<file path="src/rtl/pipelined_addsub.sv">
// rtl/pipelined_addsub.sv - pipelined two's-complement adder/subtractor with valid/ready handshake
//
// The operands are split into STAGES chunks of CHUNK = WIDTH/STAGES bits (WIDTH >= 2,
// STAGES must divide WIDTH). Stage k adds chunk k using the carry registered by stage k-1,
// so the carry chain per cycle is only CHUNK bits long. Stage 0 works directly on the
// input port, which gives a latency of STAGES register loads from acceptance to result.
// A single global stall (result presented but not taken) freezes every stage.
module pipelined_addsub #(
   parameter int WIDTH  = 8,
   parameter int STAGES = 2
) (
   input  logic             clk,
   input  logic             rst_n,
   input  logic             in_valid,
   output logic             in_ready,
   input  logic [WIDTH-1:0] a,
   input  logic [WIDTH-1:0] b,
   input  logic             cin,
   input  logic             op_sub,
   output logic             out_valid,
   input  logic             out_ready,
   output logic [WIDTH-1:0] sum,
   output logic             cout,
   output logic             ovf
);

   localparam int CHUNK = WIDTH / STAGES;

   // Subtraction is A + ~B + 1 - cin, so B is inverted and the carry-in flipped once at entry.
   logic [WIDTH-1:0] b_eff;
   logic             c0;
   logic             stall;

   assign b_eff    = op_sub ? ~b : b;
   assign c0       = cin ^ op_sub;
   assign stall    = out_valid & ~out_ready;
   assign in_ready = ~stall;

   for (genvar k = 0; k < STAGES; k++) begin : g_st
      localparam int LO = k * CHUNK;    // lowest bit resolved by this stage
      localparam int HI = LO + CHUNK;   // lowest bit left for later stages

      logic             v_in;
      logic             c_in;
      logic [CHUNK-1:0] a_ch;
      logic [CHUNK-1:0] b_ch;
      logic [CHUNK:0]   part;
      logic [HI-1:0]    s_next;

      logic             v_r;
      logic             c_r;
      logic [HI-1:0]    s_r;            // result bits resolved so far

      if (k == 0) begin : g_src
         assign v_in   = in_valid;
         assign c_in   = c0;
         assign a_ch   = a[HI-1:LO];
         assign b_ch   = b_eff[HI-1:LO];
         assign s_next = part[CHUNK-1:0];
      end else begin : g_src
         assign v_in   = g_st[k-1].v_r;
         assign c_in   = g_st[k-1].c_r;
         assign a_ch   = g_st[k-1].g_fwd.a_r[HI-1:LO];
         assign b_ch   = g_st[k-1].g_fwd.b_r[HI-1:LO];
         assign s_next = {part[CHUNK-1:0], g_st[k-1].s_r};
      end

      // Chunk adder; the extra top bit is the carry handed to the next stage.
      assign part = {1'b0, a_ch} + {1'b0, b_ch} + {{CHUNK{1'b0}}, c_in};

      // Stage register: valid always follows the upstream slot, data only loads for real operands.
      always_ff @(posedge clk or negedge rst_n) begin
         if (!rst_n) begin
            v_r <= 1'b0;
            c_r <= 1'b0;
            s_r <= '0;
         end else if (!stall) begin
            v_r <= v_in;
            if (v_in) begin
               c_r <= part[CHUNK];
               s_r <= s_next;
            end
         end
      end

      if (k < STAGES - 1) begin : g_fwd
         logic [WIDTH-1:HI] a_hi;
         logic [WIDTH-1:HI] b_hi;
         logic [WIDTH-1:HI] a_r;
         logic [WIDTH-1:HI] b_r;

         if (k == 0) begin : g_hsrc
            assign a_hi = a[WIDTH-1:HI];
            assign b_hi = b_eff[WIDTH-1:HI];
         end else begin : g_hsrc
            assign a_hi = g_st[k-1].g_fwd.a_r[WIDTH-1:HI];
            assign b_hi = g_st[k-1].g_fwd.b_r[WIDTH-1:HI];
         end

         // Carry the still-unprocessed high operand chunks alongside this stage's result.
         always_ff @(posedge clk or negedge rst_n) begin
            if (!rst_n) begin
               a_r <= '0;
               b_r <= '0;
            end else if (!stall && v_in) begin
               a_r <= a_hi;
               b_r <= b_hi;
            end
         end
      end

      if (k == STAGES - 1) begin : g_ovf
         logic ovf_r;

         // Carry into the MSB is a^b^sum at that bit; overflow is it XOR the carry out.
         always_ff @(posedge clk or negedge rst_n) begin
            if (!rst_n) begin
               ovf_r <= 1'b0;
            end else if (!stall && v_in) begin
               ovf_r <= a_ch[CHUNK-1] ^ b_ch[CHUNK-1] ^ part[CHUNK-1] ^ part[CHUNK];
            end
         end
      end
   end

   assign out_valid = g_st[STAGES-1].v_r;
   assign sum       = g_st[STAGES-1].s_r;
   assign cout      = g_st[STAGES-1].c_r;
   assign ovf       = g_st[STAGES-1].g_ovf.ovf_r;

endmodule

</file>
<file path="config.mk">
export PLATFORM = sky130hd
export DESIGN_NAME = pipelined_addsub
export DESIGN_NICKNAME = d
export VERILOG_FILES = /design/src/rtl/pipelined_addsub.sv
export SDC_FILE = /design/constraint.sdc
export NUM_CORES = 1
export LEC_CHECK = 0
export ABC_CLOCK_PERIOD_IN_PS = 3500
export BUFFER_PORTS_ARGS = -buffer_cell sky130_fd_sc_hd__clkbuf_2
export CAP_MARGIN = 20
export CORE_MARGIN = 2
export CORE_UTILIZATION = 49
export CTS_BUF_LIST = sky130_fd_sc_hd__clkbuf_8
export CTS_CLUSTER_DIAMETER = 120
export CTS_CLUSTER_SIZE = 40
export DETAILED_ROUTE_END_ITERATION = 10
export GPL_ROUTABILITY_DRIVEN = 0
export PLACE_DENSITY = 0.73
export SLEW_MARGIN = 10
export SYNTH_ARGS = -nofsm -noshare
export SYNTH_HDL_FRONTEND = slang
export SYNTH_SLANG_ARGS = --single-unit
export TNS_END_PERCENT = 1
</file>
<file path="constraint.sdc">
create_clock -name clk -period 3.5 [get_ports clk]
set_clock_uncertainty 0.1 [all_clocks]
set_input_delay 0 -clock clk [delete_from_list [all_inputs] [get_ports clk]]
set_output_delay 0 -clock clk [all_outputs]
set_load 0.01 [all_outputs]
</file>
# Word level (Yosys, flattened, before mapping)
# Index checks and enable logic that the tools add are counted.
dict set report totals {
  reg_bits 25
  latchBits 0
  mem_bits_rw 0
  romBits 0
  in_bits 22
  out_inout_bits 12
  word_cells 27
  mem_count 0
}
dict set report op_classes {
  add_sub_neg 4
  n_mul 0
  n_div 0
  magnitude_cmp 0
  n_eq_ne 0
  shift 0
  muxes 1
  bitwise_logic 8
  n_reduce_logical 5
}
# operator count
set ops {}
lappend ops {{4-bit by 4-bit adder with 5-bit output} 2}
lappend ops {{5-bit by 1-bit adder with 5-bit output} 2}
lappend ops {{8-bit 2-to-1 mux} 1}
lappend ops {{8-bit inverter} 1}
lappend ops {{2-bit AND reduction} 2}
lappend ops {{1-bit bitwise XOR} 4}
lappend ops {{1-bit logical AND} 2}
lappend ops {{1-bit inverter} 2}
lappend ops {{1-bit AND} 1}
lappend ops {{1-bit logical NOT} 1}

# Longest topological paths before layout
# Gate-level depths: netlist of run 1.
dict set report depth {
  depth_word 4
  mapped_depth 7
  ltp_nobuf 6
}

# Worst setup path after synthesis of run 1
# No wires, ideal clock.
dict set report synth_path {
  kind {reg-to-reg}
  from {reg g_st[0].c_r}
  to {reg g_st[1].g_ovf.ovf_r (netlist: ovf)}
  setup_ps 121
  arrival_time_ps 1755
  required_time_ps 3279
  slack_ps 1524
  stages_incl_launch_ff 7
  n_path_buf 0
  period_less_slack_ps 1976
  cell_sequence {dfrtp_1 > fa_1 > fa_1 > a21o_1 > a21oi_2 > xnor2_1 > o21ai_1}
}
dict set report synth_between {
  elab_chain_cells 3
}
# element line
set synth_lines {}
lappend synth_lines {{from (decl)} 51} ;# logic c_r;
lappend synth_lines {{from (signal assigned)} 80} ;# c_r <= part[CHUNK];
lappend synth_lines {{5-bit by 1-bit adder with 5-bit output *} 69} ;# assign part = {1'b0, a_ch} + {1'b0, b_ch} + {{CHUNK{1'b0}}, c_in};
lappend synth_lines {{1-bit bitwise XOR} 120} ;# ovf_r <= a_ch[CHUNK-1] ^ b_ch[CHUNK-1] ^ part[CHUNK-1] ^ part[CHUNK];
lappend synth_lines {{1-bit bitwise XOR *} 120}
lappend synth_lines {{to (signal assigned)} 120}
lappend synth_lines {{to (decl)} 113} ;# logic ovf_r;
# Mark *: on every way between the ends. The rest lies on a longest branch, timed or not.
# A chain may end at the register's enable or synchronous reset.

# Final worst setup path of run 1
# Same ends and word-level chain as after synthesis.

==> impl_metrics.env, run 1 <==
export IMPL_fin_nets=177
export IMPL_overflow=0
export IMPL_critPathMaxStageDelay_ns=0.46
export IMPL_drv_slew=0
export IMPL_pin_count=34
export IMPL_cts_buffers=3
export IMPL_p_sw_frac=0.317
export IMPL_hpwl_um=1640
export IMPL_io_buffers=33
export IMPL_cp_startpoint="g_st[0].c_r"
export IMPL_cts_root_buf="clkbuf_8"
export IMPL_p_sw_mw=0.302
export IMPL_seqPwrFrac=0.461
export IMPL_crit_top_cell="fa_1"
export IMPL_power_leakage_nw=0.815
export IMPL_tns_ns=0
export IMPL_wl_per_cell_um=11.7
export IMPL_synth_warnings=0
export IMPL_grt_pass1_vias=884
export IMPL_worstReg2RegEnd="ovf"
export IMPL_clkLatencyLatePin_ns=0.26
export IMPL_cap_violations=0
export IMPL_instances_no_fill=174
export IMPL_crit_buf_inv=0
export IMPL_fin_crit_ns=2.09
export IMPL_top_usage_layer="met2"
export IMPL_finalCritPeriodShare=0.597
export IMPL_drtIter0Drc=1
export IMPL_fp_row_count=18
export IMPL_ir_drop_mv=0.380
export IMPL_layout_drive_gt1_share=0.368
export IMPL_worst_slew_pin_slew_ns=0.601
export IMPL_crit_end="ovf"
export IMPL_syn_area_mm2=0.00129
export IMPL_grt_max_degree=26
export IMPL_ff2ff_setup_slack_ns=1.41
export IMPL_cts_num_sinks=25
export IMPL_drt_pass1_iter_count=3
export IMPL_cts_tree="done"
export IMPL_syn_area_per_cell_um2=12.8
export IMPL_postCtsSetupBuffers=0
export IMPL_rsz0062_at_grt="no"
export IMPL_clk_pin_slew_worst_paths_ns=0.08
export IMPL_syn2layout_area_growth_pct=24.3
export IMPL_fmax_ghz=0.478
export IMPL_drt_wl_total_um=2040
export IMPL_p_comb_frac=0.369
export IMPL_clk_path_buf_depth=2
export IMPL_die_h_um=55.4
export IMPL_post_route_util=0.644
export IMPL_htreeDepth=1
export IMPL_critPathCaptureType="register"
export IMPL_crit_family="adder cells"
export IMPL_critPathMaxFanout=2
export IMPL_synth_seq_area_share=0.483
export IMPL_ys_ff_latch=25
export IMPL_ys_types=19
export IMPL_use_met3=0.0422
export IMPL_crit_arrival_ns=2.14
export IMPL_cp_slowest_cell="fa_1"
export IMPL_drc=0
export IMPL_ant_nets=0
export IMPL_final_hold_viol_count=0
export IMPL_critical_path_class="reg -> reg"
export IMPL_met2_usage=0.252
export IMPL_power_internal_mw=0.651
export IMPL_gr_usage_all_layers=0.156
export IMPL_die_w_um=55.4
export IMPL_num_antenna_cells=0
export IMPL_setup_violations=0
export IMPL_dpl_cell_count=160
export IMPL_grt_pass1_wl_um=3790
export IMPL_startpoint_type="register"
export IMPL_routed_via_density=4.87
export IMPL_min_path_type="in -> reg"
export IMPL_rr_worst_depth=6
export IMPL_relSlewSlack=0.600
export IMPL_antenna_found_initial=0
export IMPL_power_share_clock=0.170
export IMPL_use_met1=0.194
export IMPL_start_util=0.518
export IMPL_outcome="completed"
export IMPL_fp_dieArea_mm2=0.00307
export IMPL_worstPathCellList="fa_1, fa_1, a21o_1, a21oi_2, xnor2_1, o21ai_1"
export IMPL_synthCells=101
export IMPL_syn_num_nets=133
export IMPL_pwr_density_cell_mw_per_mm2=592
export IMPL_rr_startpoint="g_st[0].c_r"
export IMPL_required_ns=3.55
export IMPL_placeableCoreArea_mm2=0.00250
export IMPL_vias=848
export IMPL_cp_depth=6
## worst min path at each step
stage,cells after the start,start,endpoint,slack [ns]
floorplan,0,rst_n,cout,-0.40
global placement,1,rst_n,g_st[0].g_fwd.a_r[6],-0.08
detailed placement,1,rst_n,g_st[0].g_fwd.b_r[7],-0.06
CTS,3,a[0],g_st[0].s_r[0],0.04
global route,3,a[0],g_st[0].s_r[0],0.07
finish,3,a[0],g_st[0].s_r[0],0.05
## through the flow
stage	area (um2)	worst slack [ns]	power, mW	hold slack, ns
2_1_floorplan	1290	1.52	0.678	-0.396
3_3_place_gp	1470	1.48	0.775	-0.0797
3_5_place_dp	1470	1.41	0.797	-0.0616
4_1_cts	1610	1.39	0.972	0.0440
5_1_grt	1610	1.34	1.03	0.0654
6_report	1610	1.41	0.953	0.0473
## timing repair
action | CTS | global route
gates resized for setup | 0 | 0
endpoints found under the hold margin | 35 | 0
hold buffers | 10 | 0
## registers in the layout, summed over array words and instances (netlist names)
register        count
sum                 8
g_st.g_fwd.a_r      4
g_st.g_fwd.b_r      4
g_st.s_r            4
cout                1
g_st.c_r            1
g_st.v_r            1
out_valid           1
ovf                 1
## placed cells by master (no fill, tap or decap)
cell,instances
o21ai_0,11
mux2_4,7
ha_1,6
dlygate4sd3_1,10
nand2_1,12
clkbuf_8,3
clkbuf_2,33
a21oi_1,2
xor2_1,7
a21o_1,4
nand2_4,1
fa_1,4
nand2b_4,1
xnor2_1,7
nand2_2,1
o21ai_1,1
inv_1,2
mux2_2,5
dfrtp_1,25
a21oi_2,2
## Yosys cell counts, drive strengths merged
master | instances | share of area
dfrtp | 25 | 0.48
nand2 | 14 | 0.048
mux2 | 12 | 0.12
o21ai | 12 | 0.046
xnor2 | 7 | 0.047
xor2 | 7 | 0.047
ha | 6 | 0.058
a21o | 4 | 0.023
a21oi | 4 | 0.021
buf | 4 | 0.025
fa | 4 | 0.062
inv | 1 | 0.0029
nand2b | 1 | 0.011
## power by group through the flow
stage / registers, mW / clock network (mW) / logic (mW)
after global placement: 0.440 / 0 / 0.335
after detailed placement: 0.448 / 0 / 0.349
after floorplan: 0.465 / 0 / 0.213
after global routing: 0.456 / 0.180 / 0.392
after CTS: 0.441 / 0.172 / 0.359
final: 0.440 / 0.162 / 0.351
## layer usage
layer,vias to the layer above,share of wire
met5,-,0
met3,4,0.053
met2,23,0.48
met1,397,0.45
li1,424,-
met4,0,0.018
## worst reg2reg max path, stage by stage, from the launching register on
cell	delay [ns]
dfrtp_1	0.41
fa_1	0.46
fa_1	0.41
a21o_1	0.21
a21oi_2	0.17
xnor2_1	0.14
o21ai_1	0.08
## cell type report
| type | instances | area, um2 |
|---|---|---|
| fillers | 203 | 890 |
| multi-input cells | 71 | 633 |
| flip-flops and latches | 25 | 626 |
| repair buffers | 43 | 265 |
| clock buffers | 3 | 41.3 |
| well taps | 30 | 37.5 |
| clock inverters | 1 | 3.75 |
| inverters | 1 | 3.75 |
## kinds of logic after synthesis
family                     share of synthesized area
buffers and inverters                         0.0280
AOI/OAI and AO/OA                             0.0908
adders and majority gates                      0.120
and+or+nand+nor                               0.0589
DFF                                            0.483
muxes                                          0.125
xor gates and xnor gates                      0.0947
Note: power is estimated with default switching activity, not from simulation.
==> inputs of run 2 (changes only) <==
ABC_CLOCK_PERIOD_IN_PS = 1800   (was 3500)
PLACE_DENSITY = 0.76   (was 0.73)
clock period = 1.8 ns   (was 3.5 ns; I/O delays follow)
==> run 2 against run 1 <==
Compared with the run above:
- the run now ends with setup timing left
- combinational power grew 110%
- wire length grew 7.9%
- worst hold slack lost 0.0029 ns
- first-iteration DRC count grew to 10 times the previous value
- design area grew 2.6%
- via count grew 3.3%
- cell count grew 2.3%
- total power grew 100%
- critical path depth is the same
- critical endpoint unchanged
- clock power grew 98%
- largest cell class unchanged
- non-clock buffer count grew 4
==> impl_metrics.env, run 2 (same netlist as run 1, synthesis figures left out) <==
export IMPL_outcome="complete, but fails checks"
export IMPL_violations="setup timing"
export IMPL_cts_tree="done"
export IMPL_startpoint_type="register"
export IMPL_fin_ws_ns=-0.0801
export IMPL_setup_violations=1
export IMPL_syn2layout_area_growth_pct=27.6
export IMPL_relSlewSlack=0.601
export IMPL_ant_nets=0
export IMPL_cts_buffers=3
export IMPL_placeableCoreArea_mm2=0.00250
export IMPL_layout_drive_gt1_share=0.405
export IMPL_whs_ns=0.0444
export IMPL_gr_usage_all_layers=0.166
export IMPL_fp_row_count=18
export IMPL_drv_slew=0
export IMPL_num_antenna_cells=0
export IMPL_drc=0
export IMPL_clk_pin_slew_worst_paths_ns=0.08
export IMPL_pwr_density_cell_mw_per_mm2=1150
export IMPL_wirelength_met1_um=951
export IMPL_drt_wl_total_um=2210
export IMPL_vias=876
export IMPL_htreeDepth=1
export IMPL_routed_via_density=4.92
export IMPL_io_buffers=33
export IMPL_pin_count=34
export IMPL_cap_violations=0
export IMPL_die_h_um=55.4
export IMPL_top_layer="met4"
export IMPL_antenna_found_initial=0
export IMPL_final_hold_viol_count=0
export IMPL_overflow=0
export IMPL_fin_nets=181
export IMPL_critPathCaptureType="register"
export IMPL_clk_path_buf_depth=2
export IMPL_rsz0062_at_grt="yes"
export IMPL_finalCritPeriodShare=1.04
export IMPL_die_w_um=55.4
export IMPL_wl_met3_um=86
export IMPL_mostFrequentLayoutCells="33 x clkbuf_2, 25 x dfrtp_1, 12 x nand2_1, 11 x o21ai_0, 10 x dlygate4sd3_1"
export IMPL_grt_pass1_wl_um=3840
export IMPL_power_leakage_nw=0.838
export IMPL_fp_dieArea_mm2=0.00307
export IMPL_required_ns=1.86
export IMPL_start_util=0.518
export IMPL_crit_arrival_ns=1.94
export IMPL_largest_reg_flops=8
export IMPL_worst_slew_pin_slew_ns=0.598
export IMPL_fin_crit_ns=1.88
export IMPL_hpwl_um=1750
export IMPL_critical_path_class="reg -> reg"
export IMPL_clkLatencyLatePin_ns=0.27
export IMPL_grt_max_degree=26
export IMPL_cts_root_buf="clkbuf_8"
export IMPL_drt_pass1_iter_count=2
export IMPL_drtIter0Drc=10
export IMPL_critPathMaxFanout=2
export IMPL_post_place_ws_ns=-0.119
export IMPL_final_common_cell="clkbuf_2"
export IMPL_min_path_type="in -> reg"
export IMPL_cts_num_sinks=25
export IMPL_wl_per_cell_um=12.4
export IMPL_fmax_ghz=0.532
export IMPL_dr_wl_met2_um=1100
export IMPL_grt_pass1_vias=851
export IMPL_total_power_mw=1.90
export IMPL_ir_drop_mv=0.776
==> run 2: cell types whose count changed in the layout (fill, tap and decap cells not counted), sizes merged <==
| cell | previous run | this run |
|---|---|---|
| buf | 0 | 4 |
==> run 2: worst paths after layout <==
kind	end	slack, ns	from	cells past startpoint
worst min register to register	g_st[0].g_fwd.b_r[6]	0.39	g_st[0].g_fwd.b_r[6]	2
worst min-delay path	g_st[0].s_r[0]	0.04	a[0]	3
max in group asynchronous	g_st[0].s_r[2]	1.04	rst_n	2
min in group asynchronous	g_st[0].g_fwd.b_r[6]	0.16	rst_n	2
worst max register to register	ovf	-0.08	g_st[0].c_r	6
worst max-delay path	ovf	-0.08	g_st[0].c_r	6
==> run 2: per-stage QoR <==
| stage | utilization | std cells | instance area [um2] | setup TNS [ns] |
|---|---|---|---|---|
| 4_1_cts | 0.658 | 178 | 1650 | -0.101 |
| 5_1_grt | 0.661 | 178 | 1650 | -0.252 |
| 2_1_floorplan | - | 101 | 1300 | -0.0644 |
| 6_report | 0.661 | 178 | 1650 | -0.0801 |
| 3_3_place_gp | 0.600 | 164 | 1500 | -0.0855 |
| 3_5_place_dp | 0.600 | 164 | 1500 | -0.161 |
==> run 2: layout make-up <==
| cell class | instances | area [um2] |
|---|---|---|
| sequential | 25 | 626 |
| multi-input combinational | 71 | 646 |
| tap | 30 | 37.5 |
| fill | 184 | 847 |
| clock inverter | 1 | 3.75 |
| clock buffer | 3 | 41.3 |
| inverter | 1 | 3.75 |
| timing repair buffer | 47 | 295 |
==> run 2: critical path, cell delays in order, from the launching register on <==
cell     delay, ns
dfrtp_1       0.41
fa_2          0.41
fa_2          0.34
a21o_1        0.17
a21oi_2       0.15
xnor2_1       0.13
o21ai_1       0.07
==> run 2: routing by layer <==
metal,vias up,GRT usage
li1,432,-
met1,414,0.198
met2,25,0.267
met3,5,0.0328
met4,0,0.115
met5,-,0
==> run 2: report_power, final <==
part / leakage, nW / total [mW] / switching (mW) / internal (mW)
combinational: 0.510 / 0.721 / 0.326 / 0.395
sequential: 0.301 / 0.859 / 0.113 / 0.746
clock: 0.0269 / 0.321 / 0.168 / 0.153
==> run 2: repair_timing <==
action                     4_1_cts  5_1_grt
setup endpoints to repair        3        3
hold buffers                    10        0
gates resized for setup          0        1
hold endpoints to repair        35        0
pin swaps                        3        1
buffers inserted                 0        0
